===== src/rtl/mod_reduce_stage_if.sv =====
// mod_reduce_stage_if: the sum/tag input handshake, the result output handshake and the error counter of the reduce stage.
interface mod_reduce_stage_if;
    logic       in_valid;
    logic       in_ready;
    logic [4:0] in_sum;
    logic       in_sub;
    logic       out_valid;
    logic       out_ready;
    logic [3:0] out_res;
    logic       out_sub;
    logic       out_err;
    logic [7:0] err_count;
    modport master (
        output in_valid, in_sum, in_sub, out_ready,
        input  in_ready, out_valid, out_res, out_sub, out_err, err_count
    );
    modport slave (
        input  in_valid, in_sum, in_sub, out_ready,
        output in_ready, out_valid, out_res, out_sub, out_err, err_count
    );
endinterface


===== src/rtl/mod_reduce_stage.sv =====
// mod_reduce_stage: reduces a 5-bit raw sum modulo MOD and flags sums of 2*MOD or more.
// Results go through a DEPTH-entry FIFO, and the stage counts the out-of-range sums with a saturating counter.
module mod_reduce_stage #(
    parameter int MOD   = 13,
    parameter int DEPTH = 4
) (
    input logic clk,
    input logic rst,
    mod_reduce_stage_if.slave s_bus
);
    localparam int AW = $clog2(DEPTH);
    localparam logic [4:0]  L_MOD  = 5'(MOD);
    localparam logic [5:0]  L_TWO  = 6'(2 * MOD);
    localparam logic [AW:0] L_FULL = (AW + 1)'(DEPTH);
    if (MOD < 2 || MOD > 16) begin : g_bad_mod
        $fatal(1, "mod_reduce_stage: MOD must lie in 2..16");
    end
    if (DEPTH < 2 || DEPTH > 16 || (DEPTH & (DEPTH - 1)) != 0) begin : g_bad_depth
        $fatal(1, "mod_reduce_stage: DEPTH must be a power of two in 2..16");
    end
    logic [AW-1:0] r_wr;
    logic [AW-1:0] r_rd;
    logic [AW:0]   r_cnt;
    logic [7:0]    r_errs;
    logic [3:0]    r_res [DEPTH];
    logic          r_sub [DEPTH];
    logic          r_err [DEPTH];
    logic          w_full;
    logic          w_empty;
    logic          w_push;
    logic          w_pop;
    logic          w_err;
    logic          w_wrap;
    logic [3:0]    w_res;
    always_comb begin
        w_full  = r_cnt == L_FULL;
        w_empty = r_cnt == '0;
        w_push  = s_bus.in_valid && !w_full;
        w_pop   = !w_empty && s_bus.out_ready;
        w_err   = {1'b0, s_bus.in_sum} >= L_TWO;
        w_wrap  = s_bus.in_sum >= L_MOD;
        w_res   = w_err ? 4'd0 : w_wrap ? 4'(s_bus.in_sum - L_MOD) : s_bus.in_sum[3:0];
    end
    // Storage is left unreset; the pointers alone decide which entries are live.
    always_ff @(posedge clk) begin
        if (w_push) begin
            r_res[r_wr] <= w_res;
            r_sub[r_wr] <= s_bus.in_sub;
            r_err[r_wr] <= w_err;
        end
    end
    always_ff @(posedge clk or posedge rst) begin
        if (rst) begin
            r_wr   <= '0;
            r_rd   <= '0;
            r_cnt  <= '0;
            r_errs <= '0;
        end else begin
            r_wr   <= w_push ? r_wr + 1'b1 : r_wr;
            r_rd   <= w_pop ? r_rd + 1'b1 : r_rd;
            r_cnt  <= (w_push && !w_pop) ? r_cnt + 1'b1 : (w_pop && !w_push) ? r_cnt - 1'b1 : r_cnt;
            r_errs <= (w_push && w_err && r_errs != 8'hFF) ? r_errs + 1'b1 : r_errs;
        end
    end
    assign s_bus.in_ready  = !w_full;
    assign s_bus.out_valid = !w_empty;
    assign s_bus.out_res   = r_res[r_rd];
    assign s_bus.out_sub   = r_sub[r_rd];
    assign s_bus.out_err   = r_err[r_rd];
    assign s_bus.err_count = r_errs;
endmodule


===== src/flat_wrapper.sv =====
// flat-port wrapper written by rule: the top's interface ports become plain ports
module mod_reduce_stage_flat 
#(
    parameter int MOD   = 13,
    parameter int DEPTH = 4
)
  (clk, rst, s_bus_in_valid, s_bus_in_sum, s_bus_in_sub, s_bus_out_ready, s_bus_in_ready, s_bus_out_valid, s_bus_out_res, s_bus_out_sub, s_bus_out_err, s_bus_err_count);
  mod_reduce_stage_if s_bus_i ();
  input logic clk;
  input logic rst;
  input wire logic [$bits(s_bus_i.in_valid)-1:0] s_bus_in_valid;
  input wire logic [$bits(s_bus_i.in_sum)-1:0] s_bus_in_sum;
  input wire logic [$bits(s_bus_i.in_sub)-1:0] s_bus_in_sub;
  input wire logic [$bits(s_bus_i.out_ready)-1:0] s_bus_out_ready;
  output wire logic [$bits(s_bus_i.in_ready)-1:0] s_bus_in_ready;
  output wire logic [$bits(s_bus_i.out_valid)-1:0] s_bus_out_valid;
  output wire logic [$bits(s_bus_i.out_res)-1:0] s_bus_out_res;
  output wire logic [$bits(s_bus_i.out_sub)-1:0] s_bus_out_sub;
  output wire logic [$bits(s_bus_i.out_err)-1:0] s_bus_out_err;
  output wire logic [$bits(s_bus_i.err_count)-1:0] s_bus_err_count;
  assign s_bus_i.in_valid = s_bus_in_valid;
  assign s_bus_i.in_sum = s_bus_in_sum;
  assign s_bus_i.in_sub = s_bus_in_sub;
  assign s_bus_i.out_ready = s_bus_out_ready;
  assign s_bus_in_ready = s_bus_i.in_ready;
  assign s_bus_out_valid = s_bus_i.out_valid;
  assign s_bus_out_res = s_bus_i.out_res;
  assign s_bus_out_sub = s_bus_i.out_sub;
  assign s_bus_out_err = s_bus_i.out_err;
  assign s_bus_err_count = s_bus_i.err_count;
  mod_reduce_stage #(.MOD(MOD), .DEPTH(DEPTH)) u_core (.clk(clk), .rst(rst), .s_bus(s_bus_i));
endmodule

===== config.mk =====
export PLATFORM = sky130hd
export DESIGN_NAME = mod_reduce_stage_flat
export DESIGN_NICKNAME = d
export VERILOG_FILES = /design/src/rtl/mod_reduce_stage_if.sv /design/src/rtl/mod_reduce_stage.sv /design/src/flat_wrapper.sv
export SDC_FILE = /design/constraint.sdc
export NUM_CORES = 1
export LEC_CHECK = 0
export CAP_MARGIN = 10
export CORE_MARGIN = 10
export CORE_UTILIZATION = 28
export DETAILED_ROUTE_END_ITERATION = 8
export HOLD_SLACK_MARGIN = 0.08
export SYNTH_ARGS = -nofsm -noshare
export SYNTH_HDL_FRONTEND = slang
export SYNTH_SLANG_ARGS = --single-unit

===== constraint.sdc =====
create_clock -name clk -period 3 [get_ports clk]
set_clock_uncertainty 0.05 [all_clocks]
set_input_delay 0.45 -clock clk [delete_from_list [all_inputs] [get_ports clk]]
set_output_delay 0.45 -clock clk [all_outputs]
set_load 0.05 [all_outputs]

Yosys cells after proc, flatten, opt, wreduce, memory -nomap -nowiden
Memories as Yosys holds them, arrays and structs flattened.
Cells that the tools add are included.
{ "totals": {"reg_bits": 15, "mem_bits_rw": 24, "inputBits": 10, "output_inout_bits": 16, "wordCells": 35, "memories": 3} }
{ "op_classes": {"add_sub_neg": 6, "n_lt_le_gt_ge": 2, "eq_ne": 2, "n_mux": 6, "reduce_logical": 12} }
{ "memory_table": {"columns": ["memory", "depth", "word_bits", "read_ports", "rd_ports_with_merged_regs", "wr", "line_no", "rtl"], "rows": [
  ["u_core.r_res", 4, 4, 1, 0, 1, "mod_reduce_stage.sv:25", "logic [3:0] r_res [DEPTH];"],
  ["u_core.r_err", 4, 1, 1, 0, 1, "mod_reduce_stage.sv:27", "logic r_err [DEPTH];"],
  ["u_core.r_sub", 4, 1, 1, 0, 1, "mod_reduce_stage.sv:26", "logic r_sub [DEPTH];"]
]} }
{ "ops": {"columns": ["operator", "count"], "rows": [
  ["adder 8 x 1 -> 8 bit, second input constant", 1],
  ["2-to-1 mux 4 bit", 2],
  ["inequality test 8 bit, second input constant", 1],
  ["logical AND 1 bit", 6],
  ["2-to-1 mux 3 bit", 2],
  [">= comparator 5 x 4 -> 1 bit, second input constant", 1],
  [">= comparator 5 bit, second input constant", 1],
  ["adder 2 x 1 -> 2 bit, second input constant", 2],
  ["logical NOT 1 bit", 4],
  ["subtractor 4 bit, second input constant", 1],
  ["adder 3 x 1 -> 3 bit, second input constant", 1],
  ["== test 3 bit, second input constant", 1],
  ["logical NOT 3 bit", 1],
  ["subtractor 3 x 1 -> 3 bit, second input constant", 1],
  ["2-to-1 mux 1 bit", 2],
  ["nonzero test 2 bit", 1]
]} }

Logic depth before layout (Yosys ltp)
{ "depth": {"depth_word": 7, "ltp_mapped": 10, "depth_no_buf": 8} }

Worst setup path before layout
No wires, ideal clock.
{ "synth_path": {"kind": "register to register", "start": "reg u_core.r_cnt[0]", "end": "reg u_core.r_cnt[2]", "setup_ns": 0.079, "arrival_ns": 2.218, "required_time_ns": 2.871, "setup_slack_ns": 0.653, "path_stages_with_launch": 9, "n_path_buf": 0, "period_less_slack_ns": 2.347, "cell_sequence": "dfrtp_1 or3_2 nand2_1 ha_1 inv_1 fa_1 xor2_1 nor2_1 xor2_1"} }
{ "synth_between": {"elab_chain_len": 6, "word_cells_on_any_way": 15, "classes_between": "add/sub: 2; eq/ne: 1; mux: 2; reduce/logical: 10"} }
{ "synth_rtl": {"columns": ["element", "line_no", "rtl"], "rows": [
  ["from (decl)", "mod_reduce_stage.sv:23", "logic [AW:0] r_cnt;"],
  ["from (signal assigned)", "mod_reduce_stage.sv:61", "r_cnt <= (w_push && !w_pop) ? r_cnt + 1'b1 : (w_pop && !w_push) ? r_cnt - 1'b1 : r_cnt;"],
  ["logical NOT 3 bit *", "mod_reduce_stage.sv:37", "w_empty = r_cnt == '0;"],
  ["logical NOT 1 bit *", null, null],
  ["via s_bus_out_valid", "flat_wrapper.sv:16", "output wire logic [$bits(s_bus_i.out_valid)-1:0] s_bus_out_valid;"],
  ["logical AND 1 bit *", "mod_reduce_stage.sv:39", "w_pop = !w_empty && s_bus.out_ready;"],
  ["logical NOT 1 bit", "mod_reduce_stage.sv:61", null],
  ["logical AND 1 bit", "mod_reduce_stage.sv:61", null],
  ["2-to-1 mux 3 bit / nonzero test 2 bit (equally long branches)", null, null]
]} }
The timed path passes the listed nets; every way through them passes the cells marked *. The select of a mux whose other input is x is not followed.
A chain may end at the register's enable or synchronous reset.

Final worst setup path
{ "layout_path": {"start": "reg u_core.r_rd[0]", "end": "out s_bus_out_res[0]"} }
{ "layout_between": {"elab_chain_len": 1} }
{ "layout_rtl": {"columns": ["element", "line_no", "rtl"], "rows": [
  ["from (decl)", "mod_reduce_stage.sv:22", "logic [AW-1:0] r_rd;"],
  ["from (signal assigned)", "mod_reduce_stage.sv:60", "r_rd <= w_pop ? r_rd + 1'b1 : r_rd;"],
  ["memory read (4 x 4 bit)", null, null],
  ["to (decl)", "flat_wrapper.sv:17", "output wire logic [$bits(s_bus_i.out_res)-1:0] s_bus_out_res;"]
]} }
No other way between the ends.

==> results_dict.tcl <==
set metrics [dict create \
    post-cts-setup-buffer-count 0 \
    drt_pass1_iterations 4 \
    hold_buffers 0 \
    die_x_microns 102 \
    yosysSeqAreaShare_pct 58.2 \
    io_pins 26 \
    tightestPinTransition_ps 560 \
    p_sw_share_pct 38.1 \
    critPathLaunch "u_core.r_rd[0]" \
    clockPowerShare_pct 21.8 \
    hp-class "flop to flop" \
    areaGrowthSynthToFinish_pct 23.8 \
    r2r_setup_slack_ps 670 \
    cp.arrival_ps 2210 \
    drcViolationCount 0 \
    num_rows 29 \
    ys.flop_type "edfxtp_1" \
    finalCriticalPeriod_ps 2710 \
    io_buffers 25 \
    start_kind "flop" \
    routed_via_density 4.68 \
    crit_required_ps 2500 \
    synth_edf_count 24 \
    clock_path_buffers 2 \
    pwr-share-comb_pct 41.5 \
    power.switching_uw 893 \
    vias 1082 \
    syn-cell-area_sq_um 1880 \
    final_core_util_pct 36.3 \
    p_seq_share_pct 36.7 \
    grt_pass1_wl_mm 5.65 \
    cts-root-buf "clkbuf_8" \
    drive_gt1_share_pct 18.2 \
    grt_pass1_vias 1164 \
    crit_end "s_bus_out_res[0]" \
    cts_num_sinks 39 \
    rr_worst_depth 8 \
    numCtsBuffers 5 \
    outcome "completed" \
    fillerInstances 595 \
    dpl.hpwl_mm 2.66 \
    power_density_nw_per_um2 1010 \
    critical_path_class "flop to primary output" \
    rr_endpoint "u_core.r_cnt[2]" \
    die_area_sq_um 10400 \
    place.gp.congestion 0.770 \
    rsz0062_at_grt "false" \
    syn_nets 145 \
    p_leak_nw 0.880 \
    drt_wl_total_mm 3.49 \
    antenna_left 0 \
    tns_ps 0 \
    syn_avg_cell_area_sq_um 15.1 \
    hold_viol 0 \
    antenna_found_initial 0 \
    min_path_cells 1 \
    grt_usage_pct 7.08 \
    drv_slew 0 \
    cts_tree "yes" \
    grt-ovfl-total 0 \
    drtIter0Drc 16 \
    h-tree-depth 2 \
    die_y_microns 102 \
    r2r-start "u_core.r_cnt[0]" \
    nets 173 \
    post_cts_resized 0 \
    cp_max_fo 8 \
    clkSlewWorstSetupHoldPaths_ps 70 \
    endpoint_kind "primary output" \
    antenna_cells 0 \
    p_int_mw 1.45 \
    synth.distinct_cells 40 \
    synth-seq-cells 39 \
    clock_latency_ps 290 \
    achievable-frequency_mhz 369 \
    grt_max_degree 16 \
    slew_headroom_pct 62.6 \
    core_sq_um 6420 \
    synthCells 125 \
    finalSetupViolations 0 \
    p_total_mw 2.35 \
    initial_core_util_pct 29.3 \
    period_share_pct 90.4 \
    cap_violations 0 \
    synthArstFlopShare_pct 38.5 \
    yosys_warnings 0 \
    wl_per_cell_microns 15.1 \
    vdd_drop_max_uv 683 \
]
## Yosys cell counts (2+ instances only)
| cell type | count | area share, % |
|---|---|---|
| and3_2 | 4 | 1.6 |
| edfxtp_1 | 24 | 38 |
| xor2_1 | 8 | 3.7 |
| inv_1 | 6 | 1.2 |
| dfrtp_1 | 15 | 20 |
| a31oi_1 | 2 | 0.66 |
| o21ai_0 | 3 | 0.80 |
| o211ai_1 | 2 | 0.80 |
| nor2_1 | 4 | 0.80 |
| nand4_1 | 2 | 0.66 |
| mux4_2 | 6 | 7.2 |
| nand2_1 | 6 | 1.2 |
| buf_6 | 2 | 1.2 |
| ha_1 | 9 | 6.0 |
| nand3_1 | 3 | 0.80 |
| xnor2_1 | 5 | 2.3 |
## layout make-up
cell class	count	area, sq um	area share, %
inverter	6	22.5	0.967
tap	77	96.3	4.14
sequential	39	1100	47.0
clock inverter	2	60.1	2.58
clock buffer	6	72.6	3.11
multi-input combinational	76	732	31.4
timing repair buffer	25	250	10.7
## cells in the final DEF (no fill, tap or decap), types with 2 or more instances in the layout
master / Yosys / routed
mux4_2: 6 / 6
xor2_1: 8 / 8
inv_1: 6 / 6
o211ai_1: 2 / 2
nand4_1: 2 / 2
a31oi_1: 2 / 2
clkbuf_8: 0 / 5
xnor2_1: 5 / 5
and3_2: 4 / 4
ha_1: 9 / 9
clkdlybuf4s50_1: 0 / 25
nand2_1: 6 / 6
bufinv_16: 0 / 2
o21ai_0: 3 / 3
nor2_1: 4 / 4
dfrtp_1: 15 / 15
edfxtp_1: 24 / 24
nand3_1: 3 / 3
## flip-flops by register name (all words and copies together) (netlist names)
register,count
u_core.r_cnt,3
u_core.r_err,4
u_core.r_rd,2
u_core.r_res,16
u_core.r_sub,4
u_core.r_wr,2
u_core.s_bus.err_count,8
## per-layer routing
layer	share of wire, %	vias to the layer above	track usage (%)
li1	-	522	-
met1	43	531	7.63
met2	49	25	12.0
met3	7.0	4	3.24
met4	0.92	0	2.60
met5	0	-	0
## how the worst min path moves through the flow
| stage | slack [ps] | from | endpoint |
|---|---|---|---|
| after floorplan | 300 | rst | u_core.r_cnt[0] |
| after global placement | 410 | u_core.r_cnt[2] | u_core.r_cnt[2] |
| after detailed placement | 420 | u_core.r_cnt[2] | u_core.r_cnt[2] |
| after CTS | 430 | u_core.r_cnt[2] | u_core.r_cnt[2] |
| after global routing | 460 | u_core.r_cnt[2] | u_core.r_cnt[2] |
| final | 440 | u_core.r_cnt[2] | u_core.r_cnt[2] |
## stage by stage
step | instance area [sq um] | setup slack [ps] | std cells | hold WS, ps
6_report | 2330 | 289 | 231 | 436
5_1_grt | 2330 | 165 | 231 | 459
4_1_cts | 2330 | 232 | 231 | 435
3_5_place_dp | 2200 | 284 | 223 | 420
3_3_place_gp | 2200 | 364 | 223 | 414
2_1_floorplan | 1880 | 653 | 125 | 301
## worst max-delay path, stage by stage, from the launching register on
cell and delay [ps]:
dfrtp_1 630, mux4_2 580, clkdlybuf4s50_1 720
## kinds of logic (layout without fill, tap and decap cells)
kind of cell	count (synthesis)	after routing	synth area share, %
fa+ha+maj	10	10	7.05
buf+inv	10	39	2.86
mux	8	8	8.58
flops	39	39	58.2
compound gates	13	13	5.58
simple gates	32	32	11.6
xor+xnor	13	13	6.05
## power groups by stage
stage / clock [mW] / combinational (mW) / sequential [mW]
6_report: 0.510 / 0.973 / 0.862
5_1_grt: 0.550 / 1.04 / 0.886
4_1_cts: 0.524 / 0.993 / 0.867
3_5_place_dp: 0 / 0.988 / 0.877
3_3_place_gp: 0 / 0.964 / 0.864
2_1_floorplan: 0 / 0.670 / 0.904
(Power assumes the default switching activity.)
